**src/rtl/comp_ser_pkg.sv**
```systemverilog
// Purpose: shared FSM encodings and comparator result codes for the comp serializer slice.
// Latency: n/a (declarations only).
// Backpressure: n/a.
package comp_ser_pkg;

    // Serializer FSM state encodings
    localparam logic [1:0] S_IDLE  = 2'd0;
    localparam logic [1:0] S_SYNC  = 2'd1;
    localparam logic [1:0] S_SHIFT = 2'd2;

    // Downstream serial comparator result codes
    localparam logic [2:0] EQUAL   = 3'b001;
    localparam logic [2:0] GREATER = 3'b010;
    localparam logic [2:0] LESS    = 3'b011;

endpackage

```
**src/rtl/ser_shift_reg.sv**
```systemverilog
// Purpose: one operand's LSB-first shifter with a registered serial output bit.
// Latency: load+shift together present d[0] the next cycle; each shift presents the next bit.
// Backpressure: none; the owning FSM decides every cycle whether a bit is emitted.
module ser_shift_reg #(
    parameter int WIDTH = 8
) (
    input  logic             clk,
    input  logic             reset,
    input  logic             clear,
    input  logic             load,
    input  logic             shift,
    input  logic [WIDTH-1:0] d,
    output logic             ser
);

    // Bits not yet emitted; ser holds the bit on the wire this cycle
    logic [WIDTH-1:0] rest;

    // Load / shift / clear; ser falls back to 0 on any cycle without a shift
    always_ff @(posedge clk or posedge reset) begin
        if (reset) begin
            rest <= '0;
            ser  <= 1'b0;
        end else if (clear) begin
            rest <= '0;
            ser  <= 1'b0;
        end else if (load) begin
            if (shift) begin
                ser  <= d[0];
                rest <= d >> 1;
            end else begin
                ser  <= 1'b0;
                rest <= d;
            end
        end else if (shift) begin
            ser  <= rest[0];
            rest <= rest >> 1;
        end else begin
            ser  <= 1'b0;
        end
    end

endmodule

```
**src/rtl/comp_serializer.sv**
```systemverilog
// Purpose: feeds a serial magnitude comparator; takes an operand pair by valid/ready, emits it LSB-first.
// Latency: accept at cycle 0, bits on cycles 1..WIDTH, done at WIDTH+1 (one cycle later with COMP_SER_FRAME_SYNC_EN).
// Backpressure: in_ready low for the whole frame; in_valid while not ready is ignored, nothing is queued.
// COMP_SER_FRAME_SYNC_EN: adds a SYNC cycle after accept that pulses frame_rst to clear the comparator.
module comp_serializer
    import comp_ser_pkg::*;
#(
    parameter int WIDTH = 8
) (
    input  logic             clk,
    input  logic             reset,
    input  logic             in_valid,
    output logic             in_ready,
    input  logic [WIDTH-1:0] a_word,
    input  logic [WIDTH-1:0] b_word,
    input  logic             abort,
    output logic             a,
    output logic             b,
    output logic             bit_valid,
    output logic             last,
    output logic             done
`ifdef COMP_SER_FRAME_SYNC_EN
    ,
    output logic             frame_rst
`endif
);

    // Counter must hold WIDTH-1 and reach 0; it never wraps
    localparam int              CW       = $clog2(WIDTH + 1);
    localparam logic [CW-1:0]   CNT_LOAD = CW'(WIDTH - 1);
    localparam logic [CW-1:0]   CNT_ONE  = CW'(1);

    logic [1:0]    state;
    logic [1:0]    state_nxt;
    logic [CW-1:0] cnt;
    logic [CW-1:0] cnt_nxt;
    logic          accept;
    logic          sh_load;
    logic          sh_shift;
    logic          sh_clear;
    logic          in_ready_nxt;
    logic          bit_valid_nxt;
    logic          last_nxt;
    logic          done_nxt;
`ifdef COMP_SER_FRAME_SYNC_EN
    logic          frame_rst_nxt;
`endif

    // Abort wins over a handshake presented in the same cycle
    assign accept = in_valid && in_ready && !abort && (state == S_IDLE);

    // State, counter and all registered outputs
    always_ff @(posedge clk or posedge reset) begin
        if (reset) begin
            state     <= S_IDLE;
            cnt       <= '0;
            in_ready  <= 1'b1;
            bit_valid <= 1'b0;
            last      <= 1'b0;
            done      <= 1'b0;
`ifdef COMP_SER_FRAME_SYNC_EN
            frame_rst <= 1'b0;
`endif
        end else begin
            state     <= state_nxt;
            cnt       <= cnt_nxt;
            in_ready  <= in_ready_nxt;
            bit_valid <= bit_valid_nxt;
            last      <= last_nxt;
            done      <= done_nxt;
`ifdef COMP_SER_FRAME_SYNC_EN
            frame_rst <= frame_rst_nxt;
`endif
        end
    end

    // Next state and counter: cnt counts down the bits still to emit after the current one
    always_comb begin
        state_nxt = state;
        cnt_nxt   = cnt;
        case (state)
            S_IDLE: begin
                if (accept) begin
                    cnt_nxt = CNT_LOAD;
`ifdef COMP_SER_FRAME_SYNC_EN
                    state_nxt = S_SYNC;
`else
                    state_nxt = S_SHIFT;
`endif
                end
            end
            S_SYNC: begin
                if (abort) begin
                    state_nxt = S_IDLE;
                    cnt_nxt   = '0;
                end else begin
                    state_nxt = S_SHIFT;
                end
            end
            S_SHIFT: begin
                if (abort) begin
                    state_nxt = S_IDLE;
                    cnt_nxt   = '0;
                end else if (cnt == '0) begin
                    state_nxt = S_IDLE;
                end else begin
                    cnt_nxt = cnt - CNT_ONE;
                end
            end
            default: begin
                state_nxt = S_IDLE;
                cnt_nxt   = '0;
            end
        endcase
    end

    // Output values for the next cycle, derived from where the FSM is heading
    always_comb begin
        in_ready_nxt  = (state_nxt == S_IDLE);
        bit_valid_nxt = (state_nxt == S_SHIFT);
        last_nxt      = (state_nxt == S_SHIFT) && (cnt_nxt == '0);
        done_nxt      = (state == S_SHIFT) && (cnt == '0) && !abort;
`ifdef COMP_SER_FRAME_SYNC_EN
        frame_rst_nxt = (state_nxt == S_SYNC);
`endif
        sh_load       = accept;
        sh_shift      = (state_nxt == S_SHIFT);
        sh_clear      = abort && (state != S_IDLE);
    end

    ser_shift_reg #(.WIDTH(WIDTH)) u_sh_a (
        .clk   (clk),
        .reset (reset),
        .clear (sh_clear),
        .load  (sh_load),
        .shift (sh_shift),
        .d     (a_word),
        .ser   (a)
    );

    ser_shift_reg #(.WIDTH(WIDTH)) u_sh_b (
        .clk   (clk),
        .reset (reset),
        .clear (sh_clear),
        .load  (sh_load),
        .shift (sh_shift),
        .d     (b_word),
        .ser   (b)
    );

endmodule

```
**config.mk**
```make
export PLATFORM = sky130hd
export DESIGN_NAME = comp_serializer
export DESIGN_NICKNAME = d
export VERILOG_FILES = /design/src/rtl/comp_ser_pkg.sv /design/src/rtl/ser_shift_reg.sv /design/src/rtl/comp_serializer.sv
export SDC_FILE = /design/constraint.sdc
export NUM_CORES = 1
export LEC_CHECK = 0
export ABC_AREA = 1
export BUFFER_PORTS_ARGS = -buffer_cell sky130_fd_sc_hd__buf_2
export CAP_MARGIN = 20
export CORE_ASPECT_RATIO = 1.25
export CORE_MARGIN = 3
export CORE_UTILIZATION = 45
export CTS_CLUSTER_DIAMETER = 40
export DETAILED_ROUTE_END_ITERATION = 16
export HOLD_SLACK_MARGIN = 0.05
export PLACE_DENSITY = 0.66
export SLEW_MARGIN = 5
export SYNTH_ARGS = -nofsm -noshare
export SYNTH_HDL_FRONTEND = slang
export SYNTH_SLANG_ARGS = --single-unit
```
**constraint.sdc**
```tcl
create_clock -name clk -period 2.5 [get_ports clk]
set_input_delay 0.25 -clock clk [delete_from_list [all_inputs] [get_ports clk]]
set_output_delay 0.25 -clock clk [all_outputs]
set_load 0.01 [all_outputs]
```
==> impl_results.md, run 1 <==
* Final setup TNS at 0 ns
* GRT Total Usage at 14.6%
* P_leak at around 0.0009 µW
* Warnings, synthesis at 0
* Number of CTS-inserted buffers at 3
* Avg Cell Area, Syn at 8.36 µm²
* Unrepaired setup endpoints after global routing: no
* Outcome: finished clean
* Fillers at 303
* F_max at 606 MHz
* Root buffer cell: clkbuf_4
* Worst-path fanout max at 16
* Critical Path AT at around 1.9 ns
* # diodes at 0
* RR Endpoint: u_sh_b.rest[3]
* Drt total wl at ~2600 µm
* Synthesized flop and latch total at 28
* Min-Delay Path Class: in -> reg
* Reg-to-Reg Start: cnt[0]
* Dpl hpwl at around 2000 µm
* Worst r2r path cells at 8
* Post-placement setup slack at 0.882 ns
* IO buf count at 25
* Initial antenna violation count at 0
* Seq/Total Area, Yosys at 47.5%
* R2R setup slack at 0.85 ns
* Minimum clock period after layout at 1.65 ns
* Cells after DPL at about 230
* Starting DRT DRC Count at 45
* Mapped cell area at 1480 µm²
* # DRC at 0
* Reg area at between 700 and 800 µm²
* Worst Setup SP: cnt[0]
* Crit start category: flop
* Clk slew on worst S/H paths at 0.14 ns
* Total power at 992 µW
* Num rows at 22
* Setup WS post-layout at 0.849 ns
* Core outline area at 3030 µm²
* Final net count at 225
* Setup violators final at 0
* Distinct cells, synth at 25
* CP Capture Type: flop
* Final cycle utilization of the critical path at 66.0%
* Final hold violation count at 0
* Drt wl/cell at 10.9 µm
* Hold Crit Start: a_word[0]
* Post-Synthesis Cells at 177
* Hold_ws at 0.176 ns
* Synth-to-Final Area Change at 11.1%
* Pin count of the biggest net entering global routing at 30
* First-pass GRT wire length at 4720 µm
* Hold endpoint: u_sh_a.ser
* Area of the multi-input gates at 586 µm²
* Worst-Skew Late Latency at ~0.32 ns
* Clk buf depth at 2
* H-tree levels at 1
* DR vias at 1173
* Die area at 4010 µm²
* Placer Congestion at around 0.9
* Remaining antenna violation count at 0
* Post-CTS Setup Inserts at 0
* Worst Hold Depth at 3
* Starting density of the core at 48.8%
* Final Slew Violations at 0
* VDD IR-drop max at approximately 0.00037 V
* Die H at 70.1 µm
* Via/cell ratio at 4.91
* Non-Filler Instances at 239
* Crit path required time at 2.75 ns
* Post-cts sizing count at 0
* CTS tree: yes
* Grt total ovfl at 0
* Worst clock skew at between 0.003 and 0.004 ns
* Pwr dens at between 600 and 700 nW/µm²
* Ports at 26
* Worst Setup Path Type: reg -> reg
* Die Wd at 57.3 µm
* CTS Sinks at 28
* Share of layout cells above drive strength 1 at 27.6%
* MaxCap Viol Count at 0
* Syn nets at between 150 and 200
* Vias in the first global route at roughly 1100
* Pre-antenna DRT Iters at 5
-- repair_timing --
action / in CTS / in global routing
hold endpoints to repair: 27 / 0
setup endpoints to repair: 0 / 0
hold buffers: 1 / 0
-- sequential cells by signal, indices dropped and copies added (netlist names) --
signal and cells:
bit_valid 1, cnt 4, done 1, in_ready 1, last 1, state 2, u_sh_a.rest 8, u_sh_a.ser 1
u_sh_b.rest 8, u_sh_b.ser 1
-- per-stage QoR --
step,area [µm²],util [%]
floorplan,1480,-
global placement,1600,52.7
detailed placement,1600,52.7
CTS,1640,54.3
global route,1640,54.3
finish,1640,54.3
-- cells by family (layout without fill, tap and decap cells) --
| family | count (synthesis) | after routing | share of synthesized area, % |
|---|---|---|---|
| adders and majority gates | 1 | 1 | 0.846 |
| DFF | 28 | 28 | 47.5 |
| buffers and inverters | 38 | 64 | 12.9 |
| xor gates and xnor gates | 1 | 1 | 0.592 |
| other | 1 | 1 | 0.254 |
| and+or+nand+nor | 75 | 75 | 23.7 |
| AOI/OAI and AO/OA | 33 | 33 | 14.2 |
-- power by group --
part           switching, µW  total [µW]  internal [µW]  leakage [µW]
sequential              22.7         517            494      0.000378
combinational            166         260           93.7      0.000484
clock                    126         215           89.0     0.0000210
-- synth_stat cells --
master    count  area share [%]
nand2_4       2             1.5
nand3_2       1            0.68
inv_1        30             7.6
nand3_1       6             2.0
nand3b_1      1            0.51
o211ai_2      2             1.7
buf_8         1             1.0
inv_4         1            0.42
dfrtp_1      27              46
buf_6         4             3.0
xnor2_1       1            0.59
nand2_1      47              12
nand2_2       3             1.3
inv_2         1            0.25
o21ai_0       6             2.0
a21oi_1       2            0.68
nor2_8        1             1.4
nor2_2        5             2.1
o21ai_1      15             5.1
o21ai_2       8             4.7
inv_6         1            0.59
nor2_1        9             2.3
ha_1          1            0.85
dfstp_2       1             1.8
conb_1        1            0.25
-- worst max-delay path, cell delays in order (launching register included) --
cell and delay (ns):
dfrtp_1 0.40, inv_1 0.12, ha_1 0.24, nand3_2 0.12
nand2_2 0.10, nand2_2 0.08, nor2_8 0.15, nand2_4 0.16
o21ai_0 0.21
-- how the worst max path moves through the flow --
| stage | to | slack (ns) | depth (start not counted) |
|---|---|---|---|
| 6_report | u_sh_b.rest[3] | 0.85 | 8 |
| 3_5_place_dp | u_sh_b.rest[3] | 0.88 | 8 |
| 2_1_floorplan | u_sh_a.rest[0] | 1.03 | 10 |
| 5_1_grt | u_sh_b.rest[1] | 0.71 | 8 |
| 3_3_place_gp | u_sh_b.rest[1] | 0.93 | 7 |
| 4_1_cts | u_sh_b.rest[3] | 0.85 | 8 |
-- per-layer routing --
metal | routed length, µm | GRT usage [%]
met2 | 1450 | 25.9
met5 | 0 | 0
met3 | 119 | 2.22
met1 | 1010 | 17.5
met4 | 28 | 5.15
-- layout make-up --
class	count	share of cell area, %
timing repair buffer	27	8.68
inverter	33	8.00
tap	36	2.74
multi-input combinational	111	35.6
clock buffer	4	2.21
sequential	28	42.7
-- cells in the final DEF (no fill, tap or decap), types with 2 or more instances in the layout --
cell type and count:
nor2_2 5, nand3_1 6, inv_1 30, nand2_2 3, o211ai_2 2, a21oi_1 2, o21ai_1 15, clkbuf_4 3
nand2_1 47, o21ai_0 6, nor2_1 9, nand2_4 2, dfrtp_1 27, o21ai_2 8, buf_2 25
Power figures use the tool's default switching activity.
==> run 2, diff against run 1 <==
clock period = 1.6 ns   (was 2.5 ns; I/O delays follow)
==> impl_results.md, run 2 (synthesis gave the netlist of run 1 again) <==
* Crit start category: flop (unchanged)
* Final net count at 231 (was 225)
* Starting DRT DRC Count at 35 (was 45)
* VDD IR-drop max at 0.000570 V (was 0.000374 V)
* Outcome: finished clean (unchanged)
* Initial antenna violation count at 0 (unchanged)
* Num rows at 22 (unchanged)
* Cells after DPL at 236 (was 234)
* Critical Path Max Stage Delay at 0.41 ns (was 0.40 ns)
* F_max at 660 MHz (was 606 MHz)
* Core outline area at 3030 µm² (unchanged)
* MaxCap Viol Count at 0 (unchanged)
* Worst clock skew at 0.00341 ns (was 0.00322 ns)
* Hold_ws at 0.0837 ns (was 0.176 ns)
* IO buf count at 25 (unchanged)
* # DRC at 0 (unchanged)
* CP Capture Type: flop (unchanged)
* Slew @ Worst Pin at about 0.8 ns
* Die area at 4010 µm² (unchanged)
* Hold Crit Start: b_word[0] (was a_word[0])
* Post-placement setup slack at -0.0360 ns (was 0.882 ns)
* Non-Filler Instances at 245 (was 239)
* Pre-antenna DRT Iters at 4 (was 5)
* Pin count of the biggest net entering global routing at 29 (was 30)
* Via/cell ratio at 4.90 (was 4.91)
* Starting density of the core at 48.8% (unchanged)
* Drt total wl at 2820 µm (was 2610 µm)
* Critical Path AT at 1.75 ns (was 1.90 ns)
* Final hold violation count at 0 (unchanged)
* CP top delay family: simple AND/OR/NAND/NOR gates (unchanged)
* Worst Setup SP: cnt[0] (unchanged)
* Crit path max-delay cell type: dfrtp_1 (unchanged)
* Vias in the first global route at 1119 (was 1112)
* Worst-Skew Late Latency at 0.33 ns (was 0.32 ns)
* Worst Setup Path Type: reg -> reg (unchanged)
* Setup WS post-layout at 0.0847 ns (was 0.849 ns)
* CTS Sinks at 28 (unchanged)
* Crit path top cell by count: nand2_4 (was nand2_2)
* Remaining antenna violation count at 0 (unchanged)
* Placer Congestion at 0.902 (was 0.896)
* Final Slew Violations at 0 (unchanged)
* # diodes at 0 (unchanged)
* Largest regs: u_sh_a.rest (8), u_sh_b.rest (8), cnt (4) (unchanged)
* DR vias at 1201 (was 1173)
* Min-Delay Path Class: in -> reg (unchanged)
* Rel. slew slack at 47.4%
* Worst-path fanout max at 17 (was 16)
* H-tree levels at 1 (unchanged)
* Reg-to-Reg Start: cnt[0] (unchanged)
* First-pass GRT wire length at 4780 µm (was 4720 µm)
* Buf+Inv Stages, Crit Path at 2 (was 1)
* Die Wd at 57.3 µm (unchanged)
* CTS tree: yes (unchanged)
* Setup violators final at 0 (unchanged)
* Clk buf depth at 2 (unchanged)
* Most frequent cells in the layout: nand2_1 (47), inv_1 (29), dfrtp_1 (27) (was nand2_1 (47), inv_1 (30), dfrtp_1 (27))
* Die H at 70.1 µm (unchanged)
* Final core utilization at 58.8% (was 54.3%)
* Clk slew on worst S/H paths at 0.14 ns (about the same)
* Dpl hpwl at 1980 µm (was 1960 µm)
* Number of CTS-inserted buffers at 3 (unchanged)
* Drt wl/cell at 11.5 µm (was 10.9 µm)
* Most common cell after layout, fill and taps aside: nand2_1 (unchanged)
* Final cycle utilization of the critical path at 94.7% (was 66.0%)
* Root buffer cell: clkbuf_4 (unchanged)
* Final setup TNS at 0 ns (unchanged)
* Grt total ovfl at 0 (unchanged)
* Ports at 26 (unchanged)
* CP cell instances: inv_2 -> ha_4 -> nand3_4 -> nand2_4 -> nand2_4 -> nor2_8 -> inv_6 -> nand2_1 -> o21ai_2 (was inv_1 -> ha_1 -> nand3_2 -> nand2_2 -> nand2_2 -> nor2_8 -> nand2_4 -> o21ai_0)
* Share of layout cells above drive strength 1 at 31.6% (was 27.6%)
* Pwr dens at 935 nW/µm² (was 604 nW/µm²)
* Crit path required time at 1.84 ns (was 2.75 ns)
* P_leak at 0.000936 µW (was 0.000883 µW)
* Synth-to-Final Area Change at 20.5% (was 11.1%)
* GRT Total Usage at 15.1% (was 14.6%)
* Minimum clock period after layout at 1.52 ns (was 1.65 ns)
==> run 2: cell types whose count changed in the layout (fill, tap and decap cells not counted), sizes merged <==
cell | before | now
clkinv | 0 | 1
buf | 26 | 30
inv | 33 | 32
nand2 | 52 | 53
dlygate4sd3 | 1 | 2
==> run 2: area by class of cell <==
class / count / area (µm²)
Timing Repair Buffer: 32 / 203
Tap cell: 36 / 45.0
Sequential cell: 28 / 702
Fill cell: 305 / 1250
Clock buffer: 4 / 36.3
Multi-Input combinational cell: 112 / 654
Inverter: 33 / 141
==> run 2: path summary, 6_finish.rpt <==
check	slack [ns]	cells after the start	end
worst max register to register	0.08	9	u_sh_a.rest[0]
worst max-delay path	0.08	9	u_sh_a.rest[0]
worst min-delay path	0.08	3	u_sh_b.ser
min in group asynchronous	0.43	4	done
max in group asynchronous	0.87	4	in_ready
worst min register to register	0.53	2	u_sh_b.rest[7]
==> run 2: power by group <==
part / switching, µW / leakage [µW] / total (µW) / internal, µW
Combinational: 310 / 0.000536 / 516 / 206
Clock: 202 / 0.0000210 / 341 / 139
Sequential: 35.8 / 0.000378 / 808 / 772
Total: 548 / 0.000936 / 1670 / 1120
==> run 2: worst reg2reg max path, cell delays in order, from the launching register on <==
cell,delay (ns)
dfrtp_1,0.41
inv_2,0.10
ha_4,0.17
nand3_4,0.10
nand2_4,0.08
nand2_4,0.06
nor2_8,0.24
inv_6,0.12
nand2_1,0.10
o21ai_2,0.05
==> run 2: metal layers <==
layer | GRT usage [%] | routed length [µm]
met3 | 1.85 | 96
met4 | 8.51 | 89
met5 | 0 | 0
met2 | 26.4 | 1450
met1 | 17.3 | 1180
==> run 2: per-stage QoR <==
stage          power (µW)  instance area (µm²)
2_1_floorplan        1150                 1480
3_3_place_gp         1220                 1620
3_5_place_dp         1240                 1620
4_1_cts              1600                 1690
5_1_grt              1800                 1780
6_report             1670                 1780
==> run 2: timing repair <==
action | 4_1_cts | 5_1_grt
endpoints found under the setup margin | 6 | 18
gates resized for setup | 5 | 17
cloned | 0 | 1
setup buffers | 1 | 1
endpoints found under the hold margin | 27 | 1
pin swaps | 0 | 4
hold buffers | 1 | 1
